**src/rtl/seq_shifter.sv**
```systemverilog
// seq_shifter: multi-cycle shift/rotate unit (SLL, SRL, SRA, ROL, ROR).
// Shifts at most STEP bit positions per clock under a start/busy/done
// handshake and reports z/v/n flags with the same meaning as the ALU.
// An illegal op completes in one cycle, returns a unchanged and raises err.
module seq_shifter #(
   parameter int WIDTH = 16,
   parameter int STEP  = 4
) (
   input  logic             clk,
   input  logic             rst_n,
   input  logic             start,
   input  logic [2:0]       op,
   input  logic [WIDTH-1:0] a,
   input  logic [WIDTH-1:0] b,
   output logic             busy,
   output logic             done,
   output logic [WIDTH-1:0] result,
   output logic             z,
   output logic             v,
   output logic             n,
   output logic             err
);

   // Remaining-count width: must be able to hold the value WIDTH itself.
   localparam int LW = $clog2(WIDTH);
   localparam int CW = LW + 1;

   localparam logic [CW-1:0]    WIDTH_C = CW'(WIDTH);
   localparam logic [CW-1:0]    STEP_C  = CW'(STEP);
   localparam logic [WIDTH-1:0] WIDTH_B = WIDTH'(WIDTH);

   localparam logic [2:0] OP_SLL = 3'd0;
   localparam logic [2:0] OP_SRL = 3'd1;
   localparam logic [2:0] OP_SRA = 3'd2;
   localparam logic [2:0] OP_ROL = 3'd3;
   localparam logic [2:0] OP_ROR = 3'd4;

   typedef enum logic {
      S_IDLE,
      S_SHIFT
   } state_t;

   state_t           state_reg;
   logic [WIDTH-1:0] data_reg;
   logic [CW-1:0]    rem_reg;
   logic [2:0]       op_reg;
   logic             sign_reg;
   logic             v_acc_reg;

   logic [CW-1:0]    k_amt;
   logic             op_legal;
   logic [CW-1:0]    step_amt;
   logic [WIDTH-1:0] shift_next;
   logic             lost_bit;
   logic             reg_legal;

   // Effective amount: shifts saturate at WIDTH, rotates wrap modulo WIDTH.
   always_comb begin
      k_amt    = '0;
      op_legal = (op <= OP_ROR);
      if (op == OP_ROL || op == OP_ROR) begin
         k_amt = {1'b0, b[LW-1:0]};
      end else if (b >= WIDTH_B) begin
         k_amt = WIDTH_C;
      end else begin
         k_amt = b[CW-1:0];
      end
   end

   // One step of the datapath: move by min(STEP, remaining) positions.
   always_comb begin
      step_amt   = (rem_reg > STEP_C) ? STEP_C : rem_reg;
      shift_next = data_reg;
      case (op_reg)
         OP_SLL:  shift_next = data_reg << step_amt;
         OP_SRL:  shift_next = data_reg >> step_amt;
         OP_SRA:  shift_next = $unsigned($signed(data_reg) >>> step_amt);
         OP_ROL:  shift_next = (data_reg << step_amt) | (data_reg >> (WIDTH_C - step_amt));
         OP_ROR:  shift_next = (data_reg >> step_amt) | (data_reg << (WIDTH_C - step_amt));
         default: shift_next = data_reg;
      endcase
   end

   // SLL overflow detect: any bit leaving the top this step that differs
   // from the original sign bit means the arithmetic value is lost.
   always_comb begin
      lost_bit = 1'b0;
      for (int i = 0; i < STEP; i++) begin
         if ((CW'(i) < step_amt) && (data_reg[WIDTH-1-i] != sign_reg)) begin
            lost_bit = 1'b1;
         end
      end
   end

   // Legality of the captured op, used when the result is committed.
   always_comb begin
      reg_legal = (op_reg <= OP_ROR);
   end

   // Control FSM with registered outputs: capture, step, then commit.
   always_ff @(posedge clk or negedge rst_n) begin
      if (!rst_n) begin
         state_reg <= S_IDLE;
         data_reg  <= '0;
         rem_reg   <= '0;
         op_reg    <= '0;
         sign_reg  <= 1'b0;
         v_acc_reg <= 1'b0;
         busy      <= 1'b0;
         done      <= 1'b0;
         result    <= '0;
         z         <= 1'b0;
         v         <= 1'b0;
         n         <= 1'b0;
         err       <= 1'b0;
      end else begin
         done <= 1'b0;
         case (state_reg)
            S_IDLE: begin
               if (start) begin
                  data_reg  <= a;
                  op_reg    <= op;
                  sign_reg  <= a[WIDTH-1];
                  v_acc_reg <= 1'b0;
                  // Illegal ops skip shifting and commit on the next edge.
                  rem_reg   <= op_legal ? k_amt : '0;
                  busy      <= 1'b1;
                  state_reg <= S_SHIFT;
               end
            end
            S_SHIFT: begin
               if (rem_reg == '0) begin
                  result    <= data_reg;
                  done      <= 1'b1;
                  busy      <= 1'b0;
                  err       <= !reg_legal;
                  z         <= reg_legal && (data_reg == '0);
                  n         <= (op_reg == OP_SRA) && data_reg[WIDTH-1];
                  // Final MSB must also match the original sign for SLL.
                  v         <= (op_reg == OP_SLL) &&
                               (v_acc_reg || (data_reg[WIDTH-1] != sign_reg));
                  state_reg <= S_IDLE;
               end else begin
                  data_reg <= shift_next;
                  rem_reg  <= rem_reg - step_amt;
                  if (op_reg == OP_SLL && lost_bit) begin
                     v_acc_reg <= 1'b1;
                  end
               end
            end
            default: begin
               state_reg <= S_IDLE;
               busy      <= 1'b0;
            end
         endcase
      end
   end

endmodule

```
**config.mk**
```make
export PLATFORM = sky130hd
export DESIGN_NAME = seq_shifter
export DESIGN_NICKNAME = d
export VERILOG_FILES = /design/src/rtl/seq_shifter.sv
export SDC_FILE = /design/constraint.sdc
export NUM_CORES = 1
export LEC_CHECK = 0
export CELL_PAD_IN_SITES_DETAIL_PLACEMENT = 0
export CELL_PAD_IN_SITES_GLOBAL_PLACEMENT = 1
export CORE_MARGIN = 2
export CORE_UTILIZATION = 42
export DETAILED_ROUTE_END_ITERATION = 10
export GPL_ROUTABILITY_DRIVEN = 0
export PLACE_DENSITY_LB_ADDON = 0.3
export SLEW_MARGIN = 20
export SYNTH_ARGS = -nofsm -noshare
export SYNTH_HDL_FRONTEND = slang
export SYNTH_SLANG_ARGS = --single-unit
export TNS_END_PERCENT = 50
```
**constraint.sdc**
```tcl
create_clock -name clk -period 4 [get_ports clk]
set_input_delay 1.2 -clock clk [delete_from_list [all_inputs] [get_ports clk]]
set_output_delay 1.2 -clock clk [all_outputs]
set_load 0.005 [all_outputs]
```
; ---- After elaboration in Yosys (flattened, before gate mapping)
; Cells that the tools add are included.
[op_classes]
shifts = 5
add_sub_neg = 2
order_cmp = 8
n_mux = 27
n_reduce_logical = 20
n_eq_ne = 15
n_bitwise = 3
[op_table]
columns = op, n
row1 = one-hot mux 16 bit (5 select lines), 1
row2 = 2-to-1 mux 16 bit, 2
row3 = OR 16 bit, 2
row4 = one-hot mux 16 bit (2 select lines), 1
row5 = << shifter 16 x 5 -> 16 bit, 2
row6 = >> shifter 16 x 5 -> 16 bit, 2
row7 = 2-to-1 mux 5 bit, 6
row8 = "greater-or-equal comparator 16 x 5 -> 1 bit, second input constant", 1
row9 = logical NOT 16 bit, 1
row10 = >>> shifter 16 x 5 -> 16 bit, 1
row11 = 2-to-1 mux 1 bit, 13
row12 = "< comparator 1 x 5 -> 1 bit, first input constant", 2
row13 = "< comparator 2 x 5 -> 1 bit, first input constant", 2
row14 = one-hot mux 5 bit (2 select lines), 1
row15 = "== test 3 x 2 -> 1 bit, second input constant", 3
row16 = logical AND 1 bit, 8
row17 = AND reduction 2 bit, 4
row18 = "== test 3 bit, second input constant", 2
row19 = "<= comparator 3 bit, second input constant", 2
row20 = "inequality test 6 x 1 -> 1 bit, second input constant", 1
row21 = one-hot mux 1 bit (2 select lines), 3
row22 = AND reduction 3 bit, 2
row23 = "> comparator 5 x 3 -> 1 bit, second input constant", 1
row24 = logical NOT 5 bit, 1
row25 = 10 further kinds, 16
[totals]
reg_bits = 49
output_inout_bits = 22
in_bits = 38
word_cells = 93

; ---- Longest topological paths before layout
[depth]
depth_word = 12
mapped_depth = 13
mapped_depth_nobuf = 10

; ---- Least setup slack after synthesis
; Ideal clock, no wire load.
[synth_timing]
path_type = register to register
from = register rem_reg[4]
to = register data_reg[15]
setup_time_ns = 0.087
slack_ns = 0.726
n_path_buf = 4
t_required_ns = 3.913
stages_incl_launch_ff = 13
arrival_time_ns = 3.187
synth_period_minus_slack_ns = 3.274
cell_sequence = dfrtp_1 > buf_6 > nor4b_4 > inv_2 > clkbuf_1 > ha_1 > buf_2 > xnor2_1 > buf_2 > mux4_2 > o2111ai_1 > nor2_1 > a211oi_2
[synth_between]
elab_chain_len = 8
elab_cells_between_ends = 16
classes_between = add/sub (1) / order compare (1) / eq/ne (1) / shift (5) / mux (4) / bitwise (2) / reduce/logical (2)
[synth_lines]
columns = element, line
row1 = start: declaration, 45  ; logic [CW-1:0] rem_reg;
row2 = start signal: assignment, 126  ; rem_reg <= op_legal ? k_amt : '0;
row3 = start signal: assignment, 145  ; rem_reg <= rem_reg - step_amt;
row4 = > comparator 5 x 3 -> 1 bit, 72  ; step_amt = (rem_reg > STEP_C) ? STEP_C : rem_reg;
row5 = 2-to-1 mux 5 bit, 72
row6 = subtractor 5 bit, "78, 79"
row7 = << shifter 16 x 5 -> 16 bit or >> shifter 16 x 5 -> 16 bit (tied branches), "79, 78"
row8 = OR 16 bit (on tied branches), "79, 78"
row9 = one-hot mux 16 bit (5 select lines), 74  ; case (op_reg)
row10 = 2-to-1 mux 16 bit, 132  ; if (rem_reg == '0) begin
row11 = one-hot mux 16 bit (2 select lines), 118  ; case (state_reg)
row12 = end signal: assignment, 144  ; data_reg <= shift_next;
row13 = end: declaration, 44  ; logic [WIDTH-1:0] data_reg;
; Parallel ways exist; a longest one is shown, timed or not. The select of a mux whose other input is x is not followed.
; A chain may end at the register's enable or synchronous reset.

; ---- Worst setup path in the final report
[layout_timing]
from = register op_reg[0]
to = register data_reg[6]
[layout_between]
elab_chain_len = 4
elab_cells_between_ends = 10
classes_between = eq/ne (5) / mux (3) / reduce/logical (2)
[layout_lines]
columns = element, line
row1 = start: declaration, 46  ; logic [2:0] op_reg;
row2 = start signal: assignment, 122  ; op_reg <= op;
row3 = == test 3 bit (tied with other cells), 74
row4 = one-hot mux 16 bit (5 select lines), 74
row5 = 2-to-1 mux 16 bit, 132
row6 = one-hot mux 16 bit (2 select lines), 118
; Parallel ways exist; a longest one is shown, timed or not. The select of a mux whose other input is x is not followed.

==> summary.md <==
| Metric | Value |
|---|---|
| Drt initial violations | `635` |
| FILL cells | `1025` |
| Final Critical Period | `3151 ps` |
| # setup viols final | `0` |
| Core area | `10280 um2` |
| Clock Tree Root | `clkbuf_8` |
| Top-count cell post-synth | `nand2_1` |
| Endpoint class of the critical path | `register` |
| YS warnings | `0` |
| Post-synth cell types | `68` |
| Final period util | `0.7878` |
| Hold endpoint | `err` |
| Worst-margin pin slew | `1106 ps` |
| ANT nets after route | `0` |
| Vias in the first global route | `4512` |
| Largest net degree at the start of global routing | `36` |
| Req. time, crit path | `4270 ps` |
| Post-CTS Setup Inserts | `0` |
| Antenna cells | `0` |
| Sequential-to-total area share from yosys stat | `0.2763` |
| Grt total ovfl | `0` |
| DRC Markers | `0` |
| Clock Tree Buf Depth | `2` |
| Total negative slack | `0 ps` |
| Max Fclk | `317.3 MHz` |
| Total track usage | `0.2773` |
| DR vias/cell | `6.399` |
| H-tree lvl count | `2` |
| Clock slew at reported path FFs | `100 ps` |
| Cells after Synth | `546` |
| TritonCTS clock tree | `done` |
| Slew HR | `0.2583` |
| Async set-reset flop share out of synthesis | `1.000` |
| Peak VDD IR | `0.0003622 V` |
| IO Pins | `60` |
| Worst R2R Setup Slack | `850 ps` |
| First-pass GRT wire length | `24650 um` |
| Leakage Power | `2.001 nW` |
| Die Y | `106.8 um` |
| Clk_skew | `14.96 ps` |
| Synth area leaders | `dfrtp_1 28%, mux2i_1 7.9%, nand2_1 7.6%` |
| Port Buffers | `59` |
| Overall routed net length | `15340 um` |
| RSZ-0062 raised after global routing | `false` |
| Initial antenna violation count | `0` |
| Pre-antenna DRT Iters | `5` |
| Status | `complete, no violations` |
| Total CTS buffers | `5` |
| Die Span X | `106.8 um` |
| Most frequent cells after synthesis | `90 x nand2_1, 49 x dfrtp_1, 38 x nor2_1` |
| Most common flop cell mapped by yosys | `dfrtp_1` |
| Max cap viols | `0` |
| Worst Path Arrival | `3420 ps` |
| Dpl hpwl | `10650 um` |
| Share of cells above drive strength 1 | `0.1103` |
| Skew-Pair Late Insertion Delay | `330 ps` |
| PostCTS Resize Cnt | `0` |
| Hold path start | `err` |
| Hold Fails Final Rpt | `0` |
| DR WL/cell | `21.70 um` |
| Hold-fix buffers, CTS | `0` |
| Crit Reg-Reg Startpoint | `op_reg[0]` |
| Hold Crit Depth | `2` |
| Starting Density | `0.4318` |
| Pwr dens | `972.4 nW/um2` |
| R2R Path End | `data_reg[6]` |
| Register bit total from synthesis | `49` |
| Syn avg cell area | `8.128 um2` |
| Die ar. | `11410 um2` |
| Post-synth top area share | `0.2763` |
| Max FO, Critical Path | `15` |
| Startpoint type of the worst setup path | `register` |
| Max-slew violations | `0` |
| NumNets Final | `610` |
| Core Rows | `37` |
| Area grow syn2layout | `16.38%` |
| Area leader, netlist | `dfrtp_1` |
| Syn nets | `586` |
| Critical path type | `register to register` |
| Fin worst setup slack | `848.6 ps` |
| DP Worst Slack | `937.6 ps` |
| Sinks on Clock Net | `49` |
| Synth Cell Area | `4438 um2` |
| EDFF count, synth | `0` |
| Hold/Removal Path Class | `register to register` |
| R2R cell count | `7` |
| Vias after detailed routing | `4524` |
-- metal layers --
metal  wire length (um)  share of wire  GRT usage  vias to the layer above
met1               6285           0.41     0.3754                     2152
met2               6974           0.45     0.4308                      277
met3               1529           0.10    0.05046                       48
met5                  0              0          0                        -
li1                   -              -          -                     2047
met4                555          0.036     0.1280                        0
-- kinds of logic (layout without fill, tap and decap cells) --
group,count (synthesis),in the layout,synth area share
multiplexers,72,72,0.2075
buffers and inverters,69,94,0.06851
adder cells (fa/ha/maj),2,2,0.005638
AO/OA/AOI/OAI,137,137,0.2016
AND/OR/NAND/NOR,213,213,0.2295
other,1,1,0.0008450
flip-flops,49,49,0.2763
XOR/XNOR,3,3,0.01015
-- cells in the final DEF, fill, tap and decap left out, types with 14 or more instances in the layout --
| cell type | netlist | final |
|---|---|---|
| nand2_1 | 90 | 90 |
| clkdlybuf4s50_1 | 0 | 58 |
| dfrtp_1 | 49 | 49 |
| nor2_1 | 38 | 38 |
| mux2i_1 | 35 | 35 |
| o21ai_0 | 32 | 32 |
| a21oi_1 | 23 | 23 |
| nor3_1 | 19 | 18 |
| buf_4 | 3 | 18 |
| mux2_2 | 15 | 15 |
| nand3_1 | 14 | 14 |
-- report_power, final --
group          total, mW  switching (mW)  leakage (nW)  internal (mW)
combinational       3.47            1.94          1.37           1.52
clock              0.340           0.183        0.0542          0.157
sequential          1.21           0.477         0.579          0.738
-- how the worst max path moves through the flow --
stage,slack (ps),end,cells past startpoint,startpoint
global placement,1030,data_reg[6],7,op_reg[0]
global route,630,data_reg[6],7,op_reg[0]
floorplan,730,data_reg[15],12,rem_reg[4]
detailed placement,940,data_reg[6],7,op_reg[0]
CTS,910,data_reg[6],7,op_reg[0]
finish,850,data_reg[6],7,op_reg[0]
-- area by class of cell --
type                            count  area, um2  area share
Multi-Input combinational cell    428       2913      0.5640
Sequential cell                    49       1226      0.2374
Timing Repair Buffer               77      720.7      0.1395
Tap cell                          136      170.2     0.03295
Clock buffer                        7      96.34     0.01865
Inverter                            9      33.78    0.006541
Clock inverter                      1      5.005   0.0009690
-- through the flow --
stage / area [um2] / util / hold WS (ps) / total power, mW / cells
after floorplan: 4438 / - / 460.8 / 3.528 / 546
after global placement: 5064 / 0.4927 / 467.3 / 4.549 / 699
after detailed placement: 5064 / 0.4927 / 471.9 / 4.579 / 699
after CTS: 5165 / 0.5026 / 492.0 / 4.932 / 707
after global routing: 5165 / 0.5026 / 513.9 / 5.385 / 707
final: 5165 / 0.5026 / 490.9 / 5.022 / 707
-- worst max-delay path: stages, from the launching register on --
cell	delay, ps
dfrtp_1	520
nor3b_1	820
or3_1	710
buf_4	300
mux4_2	510
nand2_1	80
a221oi_1	80
nor2_1	100
(Power assumes the default switching activity.)
